## src/rtl/seg7_pkg.sv

```systemverilog
`default_nettype none
`timescale 1ns/1ps
// ============================================================================
// Module   : seg7_pkg
// Purpose  : Shared constants, types and helpers for the 7-segment display
//            path: field-select codes, special segment patterns, the
//            digit-slot to time-field mapping and the snapshot record.
// Revision : 1.0 - initial release
// ============================================================================
package seg7_pkg;

    // Field-select codes coming from the countdown commander.
    localparam logic [1:0] TGT_MS10 = 2'b00;
    localparam logic [1:0] TGT_SEC  = 2'b01;
    localparam logic [1:0] TGT_MIN  = 2'b10;
    localparam logic [1:0] TGT_RUN  = 2'b11;

    // Active-low segment patterns {g,f,e,d,c,b,a}.
    localparam logic [6:0] SEG_BLANK = 7'h7F;
    localparam logic [6:0] SEG_DASH  = 7'h3F;

    // Digit slots, rightmost first: hh units/tens, SS units/tens, MM units/tens.
    localparam int         NUM_DIGITS  = 6;
    localparam logic [2:0] DIG_MS10_U  = 3'd0;
    localparam logic [2:0] DIG_MS10_T  = 3'd1;
    localparam logic [2:0] DIG_SEC_U   = 3'd2;
    localparam logic [2:0] DIG_SEC_T   = 3'd3;
    localparam logic [2:0] DIG_MIN_U   = 3'd4;
    localparam logic [2:0] DIG_MIN_T   = 3'd5;

    // Frame-coherent copy of everything the display shows.
    typedef struct packed {
        logic [7:0] min;
        logic [7:0] sec;
        logic [7:0] ms_10;
        logic [1:0] target;
        logic       time_out;
    } snap_t;

    // Time field owning a digit slot; unused slot codes map to TGT_RUN so
    // they can never match a selected field.
    function automatic logic [1:0] digit_field(input logic [2:0] idx);
        case (idx)
            DIG_MS10_U, DIG_MS10_T: digit_field = TGT_MS10;
            DIG_SEC_U,  DIG_SEC_T:  digit_field = TGT_SEC;
            DIG_MIN_U,  DIG_MIN_T:  digit_field = TGT_MIN;
            default:                digit_field = TGT_RUN;
        endcase
    endfunction

endpackage
`default_nettype wire

```

## src/rtl/bcd_to_seg7.sv

```systemverilog
`default_nettype none
`timescale 1ns/1ps
// ============================================================================
// Module   : bcd_to_seg7
// Purpose  : Combinational BCD nibble to active-low 7-segment decoder.
//            Non-BCD codes (A-F) render as a dash so corrupt data is visible.
// Ports    : bcd_i [3:0]  BCD digit
//            seg_o [6:0]  segments {g,f,e,d,c,b,a}, active-low
// Revision : 1.0 - initial release
// ============================================================================
module bcd_to_seg7
    import seg7_pkg::*;
(
    input  logic [3:0] bcd_i,
    output logic [6:0] seg_o
);

    always_comb begin
        seg_o = SEG_DASH;
        case (bcd_i)
            4'd0: seg_o = 7'b1000000;
            4'd1: seg_o = 7'b1111001;
            4'd2: seg_o = 7'b0100100;
            4'd3: seg_o = 7'b0110000;
            4'd4: seg_o = 7'b0011001;
            4'd5: seg_o = 7'b0010010;
            4'd6: seg_o = 7'b0000010;
            4'd7: seg_o = 7'b1111000;
            4'd8: seg_o = 7'b0000000;
            4'd9: seg_o = 7'b0010000;
            default: seg_o = SEG_DASH;
        endcase
    end

endmodule
`default_nettype wire

```

## src/rtl/bcd_display_scanner.sv

```systemverilog
`default_nettype none
`timescale 1ns/1ps
// ============================================================================
// Module   : bcd_display_scanner
// Purpose  : Drives a 6-digit multiplexed common-anode 7-segment display
//            (MM.SS.hh) from BCD time fields. The selected field blinks while
//            presetting; the whole display flashes after time-out.
// Ports    : clk_core          core clock, rising edge
//            rst               asynchronous active-high reset
//            min_i/sec_i/ms_10_i [7:0]  BCD fields, [7:4] tens, [3:0] units
//            target_i [1:0]    field select (11 = running, nothing blinks)
//            time_out_i        countdown expired (level)
//            an_o [5:0]        digit enables, active-low one-hot
//            seg_o [6:0]       segments {g,f,e,d,c,b,a}, active-low
//            dp_o              decimal point, active-low
// Revision : 1.0 - initial release
// ============================================================================
module bcd_display_scanner
    import seg7_pkg::*;
#(
    parameter int SCAN_DIV  = 100000,
    parameter int BLINK_DIV = 25000000
) (
    input  logic       clk_core,
    input  logic       rst,
    input  logic [7:0] min_i,
    input  logic [7:0] sec_i,
    input  logic [7:0] ms_10_i,
    input  logic [1:0] target_i,
    input  logic       time_out_i,
    output logic [5:0] an_o,
    output logic [6:0] seg_o,
    output logic       dp_o
);

    localparam int              SCAN_W     = $clog2(SCAN_DIV);
    localparam int              BLINK_W    = $clog2(BLINK_DIV);
    localparam logic [SCAN_W-1:0]  SCAN_LAST  = SCAN_W'(SCAN_DIV - 1);
    localparam logic [BLINK_W-1:0] BLINK_LAST = BLINK_W'(BLINK_DIV - 1);

    logic [SCAN_W-1:0]  scan_cnt_q,  scan_cnt_d;
    logic [BLINK_W-1:0] blink_cnt_q, blink_cnt_d;
    logic [2:0]         idx_q,       idx_d;
    logic               blink_vis_q, blink_vis_d;
    logic               load_pending_q, load_pending_d;
    snap_t              snap_q,      snap_d;
    logic [5:0]         an_q,        an_d;
    logic [6:0]         seg_q,       seg_d;
    logic               dp_q,        dp_d;

    logic               tick;
    logic               blink_wrap;
    logic               blank;
    logic [3:0]         nibble;
    logic [6:0]         dec_seg;

    // ------------------------------------------------------------------
    // Scan / blink timing and frame snapshot
    // ------------------------------------------------------------------
    always_comb begin
        tick        = (scan_cnt_q == SCAN_LAST);
        scan_cnt_d  = tick ? '0 : scan_cnt_q + 1'b1;

        idx_d = idx_q;
        if (tick) begin
            idx_d = (idx_q == DIG_MIN_T) ? DIG_MS10_U : idx_q + 3'd1;
        end

        blink_wrap  = (blink_cnt_q == BLINK_LAST);
        blink_cnt_d = blink_wrap ? '0 : blink_cnt_q + 1'b1;
        blink_vis_d = blink_wrap ? ~blink_vis_q : blink_vis_q;

        // Snapshot only at the end of a full frame so a value never tears
        // across digits; the first edge after reset loads immediately.
        snap_d         = snap_q;
        load_pending_d = 1'b0;
        if (load_pending_q || (tick && idx_q == DIG_MIN_T)) begin
            snap_d.min      = min_i;
            snap_d.sec      = sec_i;
            snap_d.ms_10    = ms_10_i;
            snap_d.target   = target_i;
            snap_d.time_out = time_out_i;
        end
    end

    // ------------------------------------------------------------------
    // Digit selection, decode and blanking
    // ------------------------------------------------------------------
    always_comb begin
        case (idx_q)
            DIG_MS10_U: nibble = snap_q.ms_10[3:0];
            DIG_MS10_T: nibble = snap_q.ms_10[7:4];
            DIG_SEC_U:  nibble = snap_q.sec[3:0];
            DIG_SEC_T:  nibble = snap_q.sec[7:4];
            DIG_MIN_U:  nibble = snap_q.min[3:0];
            DIG_MIN_T:  nibble = snap_q.min[7:4];
            default:    nibble = 4'hF;
        endcase
    end

    bcd_to_seg7 u_dec (
        .bcd_i (nibble),
        .seg_o (dec_seg)
    );

    always_comb begin
        // Time-out flashes everything; otherwise only the selected field
        // blinks, and TGT_RUN never matches a digit's field.
        blank = ~blink_vis_q &
                (snap_q.time_out |
                 ((snap_q.target != TGT_RUN) && (digit_field(idx_q) == snap_q.target)));

        an_d  = ~(6'b000001 << idx_q);
        seg_d = blank ? SEG_BLANK : dec_seg;
        dp_d  = blank ? 1'b1 : ~((idx_q == DIG_SEC_U) || (idx_q == DIG_MIN_U));
    end

    always_ff @(posedge clk_core or posedge rst) begin
        if (rst) begin
            scan_cnt_q     <= '0;
            blink_cnt_q    <= '0;
            idx_q          <= DIG_MS10_U;
            blink_vis_q    <= 1'b1;
            load_pending_q <= 1'b1;
            snap_q         <= '0;
            an_q           <= 6'b111111;
            seg_q          <= SEG_BLANK;
            dp_q           <= 1'b1;
        end else begin
            scan_cnt_q     <= scan_cnt_d;
            blink_cnt_q    <= blink_cnt_d;
            idx_q          <= idx_d;
            blink_vis_q    <= blink_vis_d;
            load_pending_q <= load_pending_d;
            snap_q         <= snap_d;
            an_q           <= an_d;
            seg_q          <= seg_d;
            dp_q           <= dp_d;
        end
    end

    assign an_o  = an_q;
    assign seg_o = seg_q;
    assign dp_o  = dp_q;

endmodule
`default_nettype wire

```

## config.mk

```make
export PLATFORM = sky130hd
export DESIGN_NAME = bcd_display_scanner
export DESIGN_NICKNAME = d
export VERILOG_FILES = /design/src/rtl/seg7_pkg.sv /design/src/rtl/bcd_to_seg7.sv /design/src/rtl/bcd_display_scanner.sv
export SDC_FILE = /design/constraint.sdc
export NUM_CORES = 1
export LEC_CHECK = 0
export ABC_AREA = 1
export CAP_MARGIN = 20
export CORE_ASPECT_RATIO = 1.25
export CORE_MARGIN = 4
export CORE_UTILIZATION = 25
export CTS_CLUSTER_SIZE = 40
export DETAILED_ROUTE_END_ITERATION = 16
export GPL_TIMING_DRIVEN = 0
export HOLD_SLACK_MARGIN = 0.12
export SLEW_MARGIN = 10
export SYNTH_ARGS = -nofsm -noshare
export SYNTH_HDL_FRONTEND = slang
export SYNTH_SLANG_ARGS = --single-unit
export TNS_END_PERCENT = 50
```

## constraint.sdc

```tcl
create_clock -name clk_core -period 6.6 [get_ports clk_core]
set_input_delay 1.32 -clock clk_core [delete_from_list [all_inputs] [get_ports clk_core]]
set_output_delay 1.32 -clock clk_core [all_outputs]
set_load 0.03 [all_outputs]
```

==> results of run 1 <==
## flip-flops by register name, indices dropped and copies added (netlist names)
signal	cells
seg_o	7
idx_q	3
an_o	6
load_pending_q	1
scan_cnt_q	17
blink_cnt_q	25
dp_o	1
blink_vis_q	1
snap_q	27
## through the flow
stage,std cells,cell area [sq um],hold slack (ps),power [mW]
4_1_cts,871,5653,472.1,1.254
2_1_floorplan,584,4594,432.9,0.6473
3_3_place_gp,854,5300,453.8,0.6923
3_5_place_dp,855,5330,463.7,0.6961
6_report,871,5653,474.2,1.239
5_1_grt,871,5653,502.1,1.290
## cell type report
cell class	count	area [sq um]	share of cell area
clock inverter	5	80.08	0.01417
timing repair buffer	43	447.9	0.07924
tap	228	285.3	0.05046
sequential	88	2222	0.3931
inverter	79	301.5	0.05334
clock buffer	11	242.7	0.04294
multi-input combinational	406	1998	0.3535
buffer	11	75.07	0.01328
## cells in the final DEF (no fill, tap or decap), types with 14 or more instances in the layout
cell type and count:
nand2_1 169, dfrtp_1 72, inv_1 70, nand3_1 65
nor2_1 62, clkdlybuf4s50_1 42, nand4_1 20, dfstp_2 16
xor2_1 15, nor3_1 14, o21ai_0 14
## layer usage
layer  up-vias  GRT usage  part of all wire
met3        13    0.02617             0.042
met1      1780     0.1382              0.46
met2        48     0.1698              0.47
met4         0    0.04394             0.023
met5         -          0                 0
li1       1959          -                 -
## where the power goes
part | switching (mW) | total [mW] | internal, mW
combinational | 0.0620 | 0.108 | 0.0459
sequential | 0.0116 | 0.576 | 0.565
clock | 0.213 | 0.555 | 0.341
total | 0.287 | 1.24 | 0.952
## logic make-up after synthesis
kind of cell	share of synthesized area
compound gates	0.02669
xor+xnor	0.03622
fa+ha+maj	0.01634
buf+inv	0.08143
flops	0.4837
other cells	0.0008162
simple gates	0.3548
## Yosys cell counts (2+ instances only)
master,instances,share of area
nand2_1,169,0.14
dfrtp_1,72,0.39
inv_1,71,0.058
nand3_1,65,0.071
nor2_1,62,0.051
nand4_1,20,0.027
dfstp_2,16,0.092
xor2_1,15,0.029
nor3_1,14,0.015
o21ai_0,14,0.015
a21oi_1,7,0.0076
ha_1,6,0.016
inv_2,6,0.0049
nand2_2,4,0.0054
nor2_2,4,0.0054
xnor2_1,4,0.0076
buf_2,3,0.0033
buf_6,3,0.0074
nand3_2,3,0.0065
nor2_4,3,0.0074
buf_1,2,0.0016
buf_4,2,0.0033
nand2_4,2,0.0049
nor4_1,2,0.0027
nor4_2,2,0.0054
## final timing paths
path	from	end	slack, ps	cells past startpoint
max	an_o[5]$_DFF_PP1_	an_o[5]	3730	1
min	scan_cnt_q[0]$_DFF_PP0_	scan_cnt_q[0]$_DFF_PP0_	470	1
max reg2reg	idx_q[0]$_DFFE_PP0N_	seg_o[3]$_DFF_PP1_	4340	16
min reg2reg	scan_cnt_q[0]$_DFF_PP0_	scan_cnt_q[0]$_DFF_PP0_	470	1
max in group asynchronous	rst	an_o[3]$_DFF_PP1_	4620	3
min in group asynchronous	rst	blink_cnt_q[9]$_DFF_PP0_	1310	2
==> out/qor.csv, run 1 <==
stage,metric,value,unit
grt,first-pass GRT wire length,17960,um
final_layout,Final Util,0.3123,
final_layout,layout cell share with drive strength beyond 1,0.1089,
sta,Final setup viols,0,
sta,Slew Limit Fails,0,
yosys,Async SR Flop Fraction,1.000,
worst_setup_path,"Max FO, Critical Path",1,
yosys,register area share after synthesis,0.4837,
min_path,worst hold path type,flop to flop,
clocking,"Reg clk slew, reported paths",60,ps
sta,fin crit period,2869,ps
route,drt total wl,10400,um
sta,TNS Setup,0,ps
yosys,"EDFF count, synth",0,
clocking,clk sinks,88,
worst_setup_path,CP arrival,1550,ps
clocking,total CTS buffers,9,
grt,largest net degree at the start of global routing,66,
final_layout,final net count,673,
die,full die area,20620,sq um
grt,initial antenna violation count,0,
die,Die Wd,129.3,um
worst_setup_path,Buf/Inv on CP,1,
worst_setup_path,Worst setup SP type,flop,
worst_setup_path,CP max-delay cell,clkdlybuf4s50_1,
job,max cap viols,0,
route,Starting DRT DRC Count,263,
sta,PnR worst setup slack,3731,ps
worst_setup_path,CP peak stage delay,690,ps
die,IO Pins,43,
pwr,P per Cell Area,219.2,nW/um^2
grt,global route overflow,0,
route,Final ANT Viol Nets,0,
placed_design,DP HPWL,7826,um
sta,period utilisation layout,0.4348,
yosys,synth unique cells,38,
route,total number of vias,3800,
pwr,worst-case vdd ir drop,0.1148,mV
yosys,Post-synth top flop,dfrtp_1,
final_layout,fill count,1913,
yosys,synthesized cell area,4594,sq um
grt,vias in the first global route,3840,
sta,clk_skew,8.609,ps
clocking,clock latency on the worst-skew pair,340,ps
placed_design,I/O Buffers,42,
placed_design,pre-CTS setup slack,4088,ps
worst_setup_path,CP Cell Sequence,clkdlybuf4s50_1,
die,Die H,159.6,um
clocking,hold buffers post-CTS,0,
die,core area,18100,sq um
worst_setup_path,critical path type,flop to output pin,
clocking,H-tree lvl count,3,
worst_setup_path,cell class contributing the biggest share of worst-path delay,buffers and inverters,
route,Avg WL per Cell,11.94,um
clocking,TritonCTS clock tree,yes,
clocking,cts repair resizes,0,
worst_setup_path,Critical Path RT,5280,ps
sta,worst-margin pin slew,605.3,ps
yosys,#FFs+latches synth,88,
sta,Max transition margin,0.5931,
sta,"Hold Violations, Final",0,
clocking,root buffer cell,clkbuf_16,
yosys,number of warnings issued by yosys,0,
final_layout,antenna cell count,0,
yosys,Syn Nets,619,
worst_setup_path,CP Capture Type,output pin,
route,first drt pass iteration count,4,
final_layout,Area Growth Syn to Fin,23.04,%
yosys,synthesized area per cell,7.867,sq um
run_status,status,finished clean,
die,initial core utilization,0.2539,
route,vias per inst,4.363,
sta,RSZ-0062 raised after global routing,false,
clocking,Post-CTS Setup Bufs,0,
yosys,Syn Inst Count,584,
grt,gr usage total,0.1069,
placed_design,routability congestion estimate,0.8626,
sta,fmax,348.5,MHz
pwr,Pleak,2.683,nW
route,Residual DRC,0,
die,Site Rows,55,
clocking,clk buf depth,2,
Note: power is estimated with default switching activity, not from simulation.
==> run 2: changes to the inputs <==
Clock period 6.6 ns to 2.3 ns, I/O delays scaled along.
==> out/qor.csv, run 2 (same netlist as run 1, synthesis figures left out) <==
stage,metric,value,unit,change
die,core area,18100,sq um,unchanged
route,Avg WL per Cell,11.72,um,was 11.94 um
run_status,status,finished clean,,unchanged
placed_design,routability congestion estimate,0.8656,,was 0.8626
placed_design,pre-CTS setup slack,105.6,ps,was 4088 ps
die,Site Rows,55,,unchanged
grt,vias in the first global route,3742,,was 3840
clocking,hold buffers post-CTS,0,,unchanged
sta,"Hold Violations, Final",0,,unchanged
die,Die Wd,129.3,um,unchanged
pwr,P per Cell Area,636.8,nW/um^2,was 219.2 nW/um^2
sta,fmax,482.5,MHz,
clocking,clk sinks,88,,unchanged
placed_design,I/O Buffers,42,,unchanged
grt,initial antenna violation count,0,,unchanged
final_layout,final net count,674,,was 673
clocking,TritonCTS clock tree,yes,,unchanged
final_layout,Non-Filler Instances,872,,was 871
die,full die area,20620,sq um,unchanged
sta,Slew Limit Fails,0,,unchanged
clocking,"Reg clk slew, reported paths",60,ps,about the same
grt,gr usage total,0.1047,,was 0.1069
worst_setup_path,CP Capture Type,flop,,was output pin
final_layout,"most common cell after layout, fill and taps aside",nand2_1,,unchanged
worst_setup_path,CP arrival,2350,ps,was 1550 ps
pwr,Pwr Total,3.624,mW,was 1.239 mW
sta,worst-margin pin slew,668.9,ps,was 605.3 ps
placed_design,Placed Cells,856,,was 855
clocking,total CTS buffers,9,,unchanged
route,Residual DRC,0,,unchanged
die,IO Pins,43,,unchanged
job,max cap viols,0,,unchanged
final_layout,most frequent cells in the layout,"168 x nand2_1, 71 x dfrtp_1, 70 x inv_1",,"was 169 x nand2_1, 72 x dfrtp_1, 70 x inv_1"
placed_design,DP HPWL,7834,um,was 7826 um
final_layout,antenna cell count,0,,unchanged
route,total number of vias,3732,,was 3800
clocking,H-tree lvl count,3,,unchanged
worst_setup_path,Worst setup SP type,flop,,unchanged
worst_setup_path,Critical Path RT,2570,ps,was 5280 ps
final_layout,max FFs per register,27,,unchanged
pwr,Pleak,2.691,nW,was 2.683 nW
route,Starting DRT DRC Count,184,,was 263
clocking,root buffer cell,clkbuf_16,,unchanged
final_layout,Regs by FF count,"snap_q (27), blink_cnt_q (25), scan_cnt_q (17)",,unchanged
die,Die H,159.6,um,unchanged
grt,largest net degree at the start of global routing,33,,was 66
final_layout,Area Growth Syn to Fin,23.86,%,was 23.04%
min_path,worst hold path type,flop to flop,,unchanged
grt,first-pass GRT wire length,17560,um,was 17960 um
route,vias per inst,4.280,,was 4.363
sta,RSZ-0062 raised after global routing,false,,unchanged
sta,fin crit period,2073,ps,
sta,Final setup viols,0,,unchanged
worst_setup_path,critical path type,flop to flop,,was flop to output pin
sta,period utilisation layout,0.9011,,
route,Final ANT Viol Nets,0,,unchanged
pwr,worst-case vdd ir drop,0.3285,mV,was 0.1148 mV
final_layout,design area,5690,sq um,was 5653 sq um
route,first drt pass iteration count,6,,was 4
placed_design,dpl cell area,5344,sq um,was 5330 sq um
sta,clk_skew,8.004,ps,was 8.609 ps
worst_setup_path,"Max FO, Critical Path",9,,was 1
final_layout,largest reg by FF count,snap_q,,unchanged
sta,Max transition margin,0.5503,,was 0.5931
route,drt total wl,10220,um,was 10400 um
die,initial core utilization,0.2539,,unchanged
final_layout,layout cell share with drive strength beyond 1,0.1102,,was 0.1089
clocking,clock latency on the worst-skew pair,330,ps,was 340 ps
grt,global route overflow,0,,unchanged
clocking,clk buf depth,2,,unchanged
sta,PnR worst setup slack,227.5,ps,was 3731 ps
-- run 2: changes by cell type in the layout (fill, tap and decap cells not counted), sizes merged --
cell,delta
inv,-1
clkinv,-1
clkinvlp,-1
bufinv,+1
buf,+1
clkbuf,+2
-- run 2: layer usage --
layer / track usage / wire length, um / up-vias
met3: 0.02483 / 452 / 9
met1: 0.1375 / 4829 / 1717
met2: 0.1682 / 4781 / 56
li1: - / - / 1950
met5: 0 / 0 / -
met4: 0.03582 / 159 / 0
-- run 2: layout make-up --
cell class / instances / area (sq um)
Buffer: 11 / 75.07
Clock buffer: 13 / 240.2
Clock inverter: 3 / 90.09
Fill cell: 1907 / 12410
Inverter: 79 / 302.8
Multi-Input combinational cell: 406 / 2013
Sequential cell: 88 / 2223
Tap cell: 228 / 285.3
Timing Repair Buffer: 44 / 460.4
-- run 2: worst paths after layout --
path                                               from                   endpoint  slack (ps)  cells past startpoint
worst min register to register  scan_cnt_q[0]$_DFF_PP0_    scan_cnt_q[0]$_DFF_PP0_         460                      1
worst min-delay path            scan_cnt_q[0]$_DFF_PP0_    scan_cnt_q[0]$_DFF_PP0_         460                      1
worst max register to register     idx_q[0]$_DFFE_PP0N_         seg_o[3]$_DFF_PP1_         230                     16
max in group asynchronous                           rst         seg_o[2]$_DFF_PP1_         870                      4
worst max-delay path               idx_q[0]$_DFFE_PP0N_         seg_o[3]$_DFF_PP1_         230                     16
min in group asynchronous                           rst  blink_cnt_q[10]$_DFF_PP0_         560                      2
-- run 2: worst max-delay path, cell delays in order (launching register included) --
cell and delay (ps):
dfrtp_1 360, buf_4 170, nand2_1 60, inv_1 60, ha_4 180, nor2_1 160
nand2_2 140, nand2_1 80, nor2_1 50, nand2_2 110, inv_1 100, ha_1 270
inv_1 50, nand2_1 40, nand2_1 70, nand2_1 40, nand2_1 60
-- run 2: metrics by stage --
| step | utilization | hold WS, ps | setup TNS, ps |
|---|---|---|---|
| floorplan | - | 432.9 | 0 |
| global placement | 0.2931 | 453.2 | -14020 |
| detailed placement | 0.2953 | 455.6 | 0 |
| CTS | 0.3135 | 463.8 | 0 |
| global route | 0.3144 | 509.6 | 0 |
| finish | 0.3144 | 458.7 | 0 |
-- run 2: timing repair --
action / 4_1_cts / 5_1_grt
setup buffers: 0 / 0
gates resized for setup: 0 / 4
setup endpoints to repair: 0 / 6
-- run 2: report_power, final --
part	total (mW)	internal [mW]	switching, mW
logic	0.312	0.134	0.178
clock network	1.66	1.06	0.593
registers	1.65	1.62	0.0332
==> run 3: changes to the inputs <==
Settings changed: CTS_BUF_LIST from default to sky130_fd_sc_hd__clkbuf_2.
==> out/qor.csv, run 3 (same netlist as run 1, synthesis figures left out) <==
stage,metric,value,unit,change
run_status,status,finished clean,,unchanged
die,Die H,159.6,um,unchanged
final_layout,final net count,674,,unchanged
die,IO Pins,43,,unchanged
worst_setup_path,critical path type,flop to output pin,,was flop to flop
clocking,Post-CTS Setup Bufs,0,,unchanged
worst_setup_path,flop2flop setup slack,210,ps,was 230 ps
clocking,clk sinks,88,,unchanged
worst_setup_path,Critical Path End,seg_o[0],,was seg_o[3]$_DFF_PP1_
placed_design,I/O Buffers,42,,unchanged
final_layout,Regs by FF count,"snap_q (27), blink_cnt_q (25), scan_cnt_q (17)",,unchanged
route,Final ANT Viol Nets,0,,unchanged
worst_setup_path,CP arrival,1760,ps,was 2350 ps
clocking,hold buffers post-CTS,0,,unchanged
sta,TNS Setup,0,ps,unchanged
pwr,switching power,0.7357,mW,was 0.8045 mW
worst_setup_path,crit path launch,seg_o[0]$_DFF_PP1_,,was idx_q[0]$_DFFE_PP0N_
sta,Max transition margin,0.5451,,was 0.5503
sta,worst-margin pin slew,676.7,ps,was 668.9 ps
pwr,sw frac,0.2472,,was 0.2220
sta,Final setup viols,0,,unchanged
pwr,clock power share,0.340,,was 0.458
grt,vias in the first global route,3737,,was 3742
grt,initial antenna violation count,1,,was 0
worst_setup_path,Buf/Inv on CP,1,,was 4
placed_design,pre-CTS setup slack,105.6,ps,unchanged
pwr,worst-case vdd ir drop,0.2658,mV,was 0.3285 mV
die,full die area,20620,sq um,unchanged
clocking,clk buf depth,2,,unchanged
route,Starting DRT DRC Count,163,,was 184
route,drt total wl,10150,um,was 10220 um
route,total number of vias,3765,,was 3732
final_layout,largest reg by FF count,snap_q,,unchanged
grt,global route overflow,0,,unchanged
die,Die Wd,129.3,um,unchanged
sta,fmax,451.2,MHz,was 482.5 MHz
placed_design,routability congestion estimate,0.8656,,unchanged
worst_setup_path,Critical Path RT,1840,ps,was 2570 ps
route,first drt pass iteration count,4,,was 6
route,vias per inst,4.313,,was 4.280
final_layout,max FFs per register,27,,unchanged
worst_setup_path,cell class contributing the biggest share of worst-path delay,buffers and inverters,,was simple AND/OR/NAND/NOR gates
worst_setup_path,CP Cell Sequence,clkdlybuf4s50_1,,was buf_4 > nand2_1 > inv_1 > ha_4 > nor2_1 > nand2_2 > nand2_1 > nor2_1 > nand2_2 > inv_1 > ha_1 > inv_1 > nand2_1 > nand2_1 > nand2_1 > nand2_1
final_layout,layout cell share with drive strength beyond 1,0.1196,,was 0.1102
worst_setup_path,CP peak stage delay,660,ps,was 360 ps
route,Residual DRC,0,,unchanged
clocking,total CTS buffers,9,,unchanged
worst_setup_path,CP Depth,1,,was 16
grt,first-pass GRT wire length,17230,um,was 17560 um
grt,gr usage total,0.1038,,was 0.1047
pwr,P per Cell Area,537.9,nW/um^2,was 636.8 nW/um^2
pwr,P_int,2.241,mW,was 2.819 mW
pwr,Logic pwr share,0.104,,was 0.086
clocking,H-tree lvl count,3,,unchanged
final_layout,most frequent cells in the layout,"168 x nand2_1, 71 x dfrtp_1, 69 x inv_1",,"was 168 x nand2_1, 71 x dfrtp_1, 70 x inv_1"
pwr,Pleak,2.650,nW,was 2.691 nW
final_layout,Area Growth Syn to Fin,20.45,%,was 23.86%
clocking,root buffer cell,clkbuf_2,,was clkbuf_16
sta,PnR worst setup slack,83.45,ps,was 227.5 ps
worst_setup_path,RR Startpoint,idx_q[0]$_DFFE_PP0N_,,unchanged
die,core area,18100,sq um,unchanged
sta,"Hold Violations, Final",0,,unchanged
job,max cap viols,0,,unchanged
worst_setup_path,reg-to-reg endpoint,seg_o[3]$_DFF_PP1_,,unchanged
die,initial core utilization,0.2539,,unchanged
worst_setup_path,CP Capture Type,output pin,,was flop
clocking,"Reg clk slew, reported paths",230,ps,was 60 ps
sta,period utilisation layout,0.9637,,was 0.9011
sta,Slew Limit Fails,0,,unchanged
sta,RSZ-0062 raised after global routing,true,,was false
die,Site Rows,55,,unchanged
placed_design,DP HPWL,7834,um,unchanged
clocking,clock latency on the worst-skew pair,550,ps,was 330 ps
grt,largest net degree at the start of global routing,33,,unchanged
sta,clk_skew,19.23,ps,was 8.004 ps
min_path,worst hold path type,primary input to asynchronous set/reset pin,,was flop to flop
clocking,TritonCTS clock tree,yes,,unchanged
worst_setup_path,r2r worst-path depth,16,,unchanged
pwr,sequential share of power,0.556,,was 0.456
worst_setup_path,CP max-delay cell,clkdlybuf4s50_1,,was dfrtp_1
route,Avg WL per Cell,11.63,um,was 11.72 um
worst_setup_path,Worst setup SP type,flop,,unchanged
worst_setup_path,"Max FO, Critical Path",1,,was 9
sta,fin crit period,2217,ps,was 2073 ps
final_layout,"most common cell after layout, fill and taps aside",nand2_1,,unchanged
==> run 3: changes by cell type in the layout (fill, tap and decap cells not counted), sizes merged <==
cell	before	now
clkdlybuf4s50	42	29
dlymetal6s2s	0	10
dlygate4sd2	0	3
diode	0	1
==> run 3: worst min-delay path by stage <==
stage                            start                         to  cells past startpoint
2_1_floorplan  scan_cnt_q[0]$_DFF_PP0_    scan_cnt_q[0]$_DFF_PP0_                      1
3_3_place_gp   scan_cnt_q[0]$_DFF_PP0_    scan_cnt_q[0]$_DFF_PP0_                      1
3_5_place_dp   scan_cnt_q[0]$_DFF_PP0_    scan_cnt_q[0]$_DFF_PP0_                      1
4_1_cts                            rst   blink_cnt_q[7]$_DFF_PP0_                      2
5_1_grt                            rst  blink_cnt_q[10]$_DFF_PP0_                      2
6_report                           rst   blink_cnt_q[4]$_DFF_PP0_                      2
==> run 3: per-stage QoR <==
step | cells | util | hold slack [ps] | power (mW) | cell area, sq um
floorplan | 584 | - | 432.9 | 1.858 | 4598
global placement | 854 | 0.2931 | 453.2 | 1.988 | 5304
detailed placement | 856 | 0.2953 | 455.6 | 2.001 | 5344
CTS | 872 | 0.3036 | 284.6 | 3.025 | 5495
global route | 873 | 0.3058 | 308.7 | 3.122 | 5534
finish | 873 | 0.3058 | 300.9 | 2.977 | 5534
==> run 3: power by group through the flow <==
stage | Clock (mW) | Combinational [mW] | Sequential, mW
2_1_floorplan | 0 | 0.152 | 1.71
3_3_place_gp | 0 | 0.306 | 1.68
3_5_place_dp | 0 | 0.319 | 1.68
4_1_cts | 1.05 | 0.319 | 1.66
5_1_grt | 1.11 | 0.353 | 1.66
6_report | 1.01 | 0.310 | 1.65
==> run 3: layer usage <==
metal,global-route usage,up-vias,wire length [um]
met5,0,-,0
met4,0.04441,0,198
met3,0.02383,13,440
met2,0.1672,70,4764
met1,0.1322,1730,4748
li1,-,1952,-
==> run 3: layout make-up <==
class	count	area [sq um]
Clock buffer	13	65.06
Buffer	11	75.07
Timing Repair Buffer	44	481.7
Tap cell	228	285.3
Sequential cell	88	2223
Inverter	79	305.3
Multi-Input combinational cell	406	2006
Fill cell	1927	12560
Antenna cell	1	2.502
Clock inverter	3	90.09
==> run 3: repair_timing <==
action                                  4_1_cts  5_1_grt
pin swaps                                     0        1
gates resized for setup                       3       16
endpoints found under the setup margin        3       16
endpoints found under the hold margin         0        0
